<file path="config.mk">
export PLATFORM = sky130hd
export DESIGN_NAME = multicycle_control
export DESIGN_NICKNAME = d
export VERILOG_FILES = /design/src/rtl/multicycle_control.sv
export SDC_FILE = /design/constraint.sdc
export NUM_CORES = 1
export LEC_CHECK = 0
export ABC_AREA = 0
export ABC_CLOCK_PERIOD_IN_PS = 5800
export CORE_ASPECT_RATIO = 2
export CORE_UTILIZATION = 50
export DETAILED_ROUTE_END_ITERATION = 10
export HOLD_SLACK_MARGIN = 0.08
export PLACE_DENSITY = 0.81
export RECOVER_POWER = 50
export SLEW_MARGIN = 40
export SYNTH_ARGS = -nofsm -noshare
export SYNTH_HDL_FRONTEND = slang
export SYNTH_SLANG_ARGS = --single-unit
</file>
<file path="constraint.sdc">
create_clock -name clk -period 5.8 [get_ports clk]
set_clock_uncertainty 0.2 [all_clocks]
set_input_delay 0.58 -clock clk [delete_from_list [all_inputs] [get_ports clk]]
set_output_delay 0.58 -clock clk [all_outputs]
set_load 0.005 [all_outputs]
</file>
<file path="src/rtl/multicycle_control.sv">
// Control FSM for the multi-cycle MIPS datapath: fetch/decode/execute sequencing,
// memory handshake, retired-instruction counter and a sticky illegal-opcode trap.
module multicycle_control #(
  parameter int unsigned CNT_W = 32
) (
  input  logic             clk,
  input  logic             rst,
  input  logic [5:0]       OpCode,
  input  logic             mem_ready,
  output logic             PCWrite,
  output logic             PCWriteCond,
  output logic             IorD,
  output logic             MemRead,
  output logic             MemWrite,
  output logic             IRWrite,
  output logic             MemToReg,
  output logic             RegDst,
  output logic             RegWrite,
  output logic             ALUSrcA,
  output logic [1:0]       ALUSrcB,
  output logic [1:0]       ALUOp,
  output logic [1:0]       PCSource,
  output logic [3:0]       state,
  output logic             illegal_op,
  output logic [CNT_W-1:0] instr_count
);

  localparam int unsigned OP_W = 6;

  localparam logic [OP_W-1:0] OP_RTYPE = OP_W'(6'b000000);
  localparam logic [OP_W-1:0] OP_LW    = OP_W'(6'b100011);
  localparam logic [OP_W-1:0] OP_SW    = OP_W'(6'b101011);
  localparam logic [OP_W-1:0] OP_BEQ   = OP_W'(6'b000100);
  localparam logic [OP_W-1:0] OP_J     = OP_W'(6'b000010);

  typedef enum logic [3:0] {
    FETCH   = 4'd0,
    DECODE  = 4'd1,
    MEMADR  = 4'd2,
    MEMRD   = 4'd3,
    MEMWB   = 4'd4,
    MEMWR   = 4'd5,
    EXEC    = 4'd6,
    ALUWB   = 4'd7,
    BRANCH  = 4'd8,
    JUMP    = 4'd9,
    ILLEGAL = 4'd10
  } ctrlState_e;

  ctrlState_e curState;
  ctrlState_e nextState;
  logic       retire;

  assign state = curState;

  // State register and retired-instruction counter
  always_ff @(posedge clk) begin
    if (rst) begin
      curState    <= FETCH;
      instr_count <= '0;
    end else begin
      curState <= nextState;
      if (retire) begin
        instr_count <= instr_count + CNT_W'(1);
      end
    end
  end

  // Next-state decode and Moore outputs (FETCH/MEMWR also look at mem_ready)
  always_comb begin
    nextState   = FETCH;
    retire      = 1'b0;
    PCWrite     = 1'b0;
    PCWriteCond = 1'b0;
    IorD        = 1'b0;
    MemRead     = 1'b0;
    MemWrite    = 1'b0;
    IRWrite     = 1'b0;
    MemToReg    = 1'b0;
    RegDst      = 1'b0;
    RegWrite    = 1'b0;
    ALUSrcA     = 1'b0;
    ALUSrcB     = 2'b00;
    ALUOp       = 2'b00;
    PCSource    = 2'b00;
    illegal_op  = 1'b0;

    case (curState)
      FETCH: begin
        MemRead   = 1'b1;
        ALUSrcB   = 2'b01;
        IRWrite   = mem_ready;
        PCWrite   = mem_ready;
        nextState = mem_ready ? DECODE : FETCH;
      end
      DECODE: begin
        ALUSrcB = 2'b11;
        if (OpCode == OP_LW || OpCode == OP_SW) begin
          nextState = MEMADR;
        end else if (OpCode == OP_RTYPE) begin
          nextState = EXEC;
        end else if (OpCode == OP_BEQ) begin
          nextState = BRANCH;
        end else if (OpCode == OP_J) begin
          nextState = JUMP;
        end else begin
          nextState = ILLEGAL;
        end
      end
      MEMADR: begin
        ALUSrcA   = 1'b1;
        ALUSrcB   = 2'b10;
        nextState = (OpCode == OP_LW) ? MEMRD : MEMWR;
      end
      MEMRD: begin
        MemRead   = 1'b1;
        IorD      = 1'b1;
        nextState = mem_ready ? MEMWB : MEMRD;
      end
      MEMWB: begin
        RegWrite = 1'b1;
        MemToReg = 1'b1;
        retire   = 1'b1;
      end
      MEMWR: begin
        MemWrite  = 1'b1;
        IorD      = 1'b1;
        retire    = mem_ready;
        nextState = mem_ready ? FETCH : MEMWR;
      end
      EXEC: begin
        ALUSrcA   = 1'b1;
        ALUOp     = 2'b10;
        nextState = ALUWB;
      end
      ALUWB: begin
        RegWrite = 1'b1;
        RegDst   = 1'b1;
        retire   = 1'b1;
      end
      BRANCH: begin
        ALUSrcA     = 1'b1;
        ALUOp       = 2'b01;
        PCWriteCond = 1'b1;
        PCSource    = 2'b01;
        retire      = 1'b1;
      end
      JUMP: begin
        PCWrite  = 1'b1;
        PCSource = 2'b10;
        retire   = 1'b1;
      end
      ILLEGAL: begin
        illegal_op = 1'b1;
        nextState  = ILLEGAL;
      end
      default: nextState = FETCH;
    endcase

    // Reset gates every strobe so an aborted instruction has no side effects
    if (rst) begin
      retire      = 1'b0;
      PCWrite     = 1'b0;
      PCWriteCond = 1'b0;
      IorD        = 1'b0;
      MemRead     = 1'b0;
      MemWrite    = 1'b0;
      IRWrite     = 1'b0;
      MemToReg    = 1'b0;
      RegDst      = 1'b0;
      RegWrite    = 1'b0;
      ALUSrcA     = 1'b0;
      ALUSrcB     = 2'b00;
      ALUOp       = 2'b00;
      PCSource    = 2'b00;
      illegal_op  = 1'b0;
    end
  end

endmodule

</file>
==> metrics.json <==
{
  "run_status": "complete, but fails checks",
  "failed_checks": "max-capacitance violations, max-slew violations",
  "cts_resized": 0,
  "post-place-cells": 355,
  "worst_r2r_path_depth": 5,
  "grtUsageTotal_pct": 26.34,
  "synth_top_area_cell": "dfxtp_1",
  "critPathKind": "reg2reg",
  "synth_simple_gate_area_share_pct": 29.75,
  "ys_async_sr_fraction_pct": 0,
  "synth_edf_count": 0,
  "core_region_area_mm2": 0.003924,
  "final.fill_count": 356,
  "cts_tree": "done",
  "numClockSinks": 36,
  "power.static_leakage_nw": 1.078,
  "die_area_mm2": 0.004450,
  "synthFlopType": "dfxtp_1",
  "max_cap_viol_count": 1,
  "finalSetupTns_ns": 0,
  "post_synth_main_area_contributors": "dfxtp_1, xor2_1, nor2_1",
  "post_layout_nonfiller_instances": 363,
  "share_of_cells_above_drive_strength_1_pct": 7.051,
  "synth_fa_ha_area_share_pct": 0.5999,
  "setup.worst_path.start_class": "register",
  "switching_share_pct": 27.73,
  "multi_input_area_mm2": 0.001272,
  "worstHoldPathType": "reg2reg",
  "largest_family_of_logic_cells_by_synthesized_area": "simple AND/OR/NAND/NOR gates",
  "grt_remaining_overflow": 0,
  "route.final.wire_length_mm": 5.367,
  "synth_xor_area_share_pct": 9.658,
  "grt_pass1_vias": 1978,
  "max-vdd-ir-drop_mv": 0.1716,
  "relSlewSlack_pct": -17.34,
  "max_fo_critical_path": 24,
  "power.switching_uw": 143.6,
  "first_pass_iters": 4,
  "ctsLongestPathBuffers": 2,
  "synth_seq_cells": 36,
  "cts_setup_buffers": 0,
  "synth.lib_cells_used.distinct": 47,
  "worst-slew-pin-transition_ns": 1.756,
  "fp.dieW_um": 47.67,
  "drt_drc_violations_left": 0,
  "synth_compound_gate_area_share_pct": 20.64,
  "start_util_pct": 53.16,
  "cell_area_after_synthesis_mm2": 0.002086,
  "area.growth.synth_to_final_pct": 33.59,
  "io_buffers": 61,
  "cts-hold-fix-buffers": 0,
  "place.gp.congestion": 0.7861,
  "internal_power_consumption_uw": 374.2,
  "synth_mux_area_share_pct": 0.5399,
  "route.vias.total": 2115,
  "critPathCaptureType": "register",
  "syn_inst": 258,
  "path_clk_slew_ns": 0.07,
  "worstSkewPairLatency_ns": 0.29,
  "clk_root_buf": "clkbuf_8",
  "pwr-share-comb_pct": 16.6,
  "route.detailed.wl_per_inst_um": 14.79,
  "diodes": 0,
  "p_seq_share_pct": 51.3,
  "power_frac_clock_pct": 32.1,
  "htree_levels": 2,
  "grt_setup_unrepaired": "no",
  "yosys_warnings": 0,
  "power_density_mw_per_mm2": 185.8,
  "dpl.hpwl_mm": 4.052,
  "dr_vias_cell": 5.826,
  "post-route-period-util_pct": 60.96,
  "worstPathRequired_ns": 5.82,
  "synth_top_area_share_pct": 34.55,
  "syn-num-nets": 268,
  "grt_start_max_net_pins": 38,
  "syn_avg_cell_area_um2": 8.084,
  "grt_antenna_before_repair": 0,
  "drt.antenna.violating_nets": 0,
  "ys_seq_area_share_pct": 34.55,
  "post-route-min-period_ns": 3.536,
  "hold_depth": 2,
  "floorplan.io_pins": 62,
  "crit_arrival_ns": 3.56,
  "layout.nets": 322,
  "chipHeight_um": 93.34,
  "regArea_um2": 720.7,
  "first_pass_grt_wire_length_mm": 8.452,
  "number_of_cts_inserted_buffers": 5,
  "std_cell_rows": 32,
  "initial_detailed_routing_violation_count": 35,
  "max_clock_freq_mhz": 282.8,
  "number_of_hold_violations_in_the_final_report": 0,
  "slew_viol_final": 25,
  "setup_violations": 0
}
-- cells in the mapped netlist (2+ instances only) --
cell type  number
xnor2_1         2
o21ai_0        13
buf_2           2
nor3_1          9
or3_1           9
xor2_1         21
o31ai_1         2
nand2_1        16
nor4_1          4
nand4_1         4
or2_2           3
nand3_1         5
inv_1           6
nor4_4          2
clkbuf_1       12
o22ai_1         2
dfxtp_1        36
a21oi_1        19
and3_1          7
a211oi_1        2
o211ai_1        7
nand2b_1        2
or4_1           2
nor2_1         40
o2111ai_1       9
-- worst paths after layout --
check,slack [ns],from,endpoint
worst min-delay path,0.30,instr_count[31]$_SDFFE_PP0P_,instr_count[31]$_SDFFE_PP0P_
worst max register to register,2.26,state[1]$_SDFF_PP0_,instr_count[26]$_SDFFE_PP0P_
worst max-delay path,2.26,state[1]$_SDFF_PP0_,instr_count[26]$_SDFFE_PP0P_
worst min register to register,0.30,instr_count[31]$_SDFFE_PP0P_,instr_count[31]$_SDFFE_PP0P_
-- metrics by stage --
stage / total power [mW] / utilization [%] / hold slack, ns / worst slack, ns / instance area, µm²
finish: 0.5178 / 71.01 / 0.3046 / 2.264 / 2786
global route: 0.5397 / 71.01 / 0.3372 / 1.954 / 2786
CTS: 0.5212 / 71.01 / 0.3107 / 2.585 / 2786
detailed placement: 0.3579 / 69.04 / 0.2991 / 2.589 / 2709
global placement: 0.3562 / 68.85 / 0.2781 / 2.626 / 2701
floorplan: 0.3181 / - / 0.2743 / 3.498 / 2086
-- area by class of cell --
cell class              instances  share of cell area (%)
multi-input cells             200                   45.67
flip-flops and latches         36                   25.86
repair buffers                 63                   22.59
clock buffers                   6                   2.604
well taps                      51                   2.290
inverters                       6                  0.8083
clock inverters                 1                  0.1796
-- critical path: stages (launching register included) --
cell and delay, ns:
dfxtp_1 0.75, nand2_1 0.17, o21bai_1 1.38, o2111ai_2 0.33, or4_1 0.49, a21oi_1 0.14
-- power groups by stage --
stage               Sequential [mW]  Clock, mW  Combinational, mW
floorplan                     0.262          0             0.0562
global placement              0.271          0             0.0851
detailed placement            0.271          0             0.0868
CTS                           0.265      0.168             0.0874
global route                  0.267      0.179             0.0934
finish                        0.266      0.166             0.0861
-- sequential cells by signal (all words and copies together) (netlist names) --
signal	count
state	4
instr_count	32
-- layer usage --
metal	share of wire [%]	track usage (%)	routed length, µm
met5	0	0	0
met4	3.1	14.58	167
met3	3.9	5.985	210
met2	58	50.57	3139
met1	34	21.60	1848
-- kinds of logic after synthesis --
group / count (synthesis)
XOR/XNOR: 23
buffers and inverters: 22
flip-flops: 36
adder cells (fa/ha/maj): 1
AO/OA/AOI/OAI: 63
AND/OR/NAND/NOR: 112
multiplexers: 1
-- cells in the final DEF (no fill, tap or decap), types with 2 or more instances in the layout --
cell,count
xor2_1,21
nor4_1,4
a21oi_1,19
clkdlybuf4s50_1,25
dlygate4sd3_1,36
nor3_1,9
clkbuf_8,5
nor2_1,40
a211oi_1,2
dfxtp_1,36
or3_1,9
nand3_1,5
o22ai_1,2
or4_1,2
nor4_4,2
o31ai_1,2
o2111ai_1,9
nand4_1,4
nand2b_1,2
nand2_1,16
xnor2_1,2
o21ai_0,13
or2_2,3
o211ai_1,7
and3_1,7
inv_1,6
(Power assumes the default switching activity.)
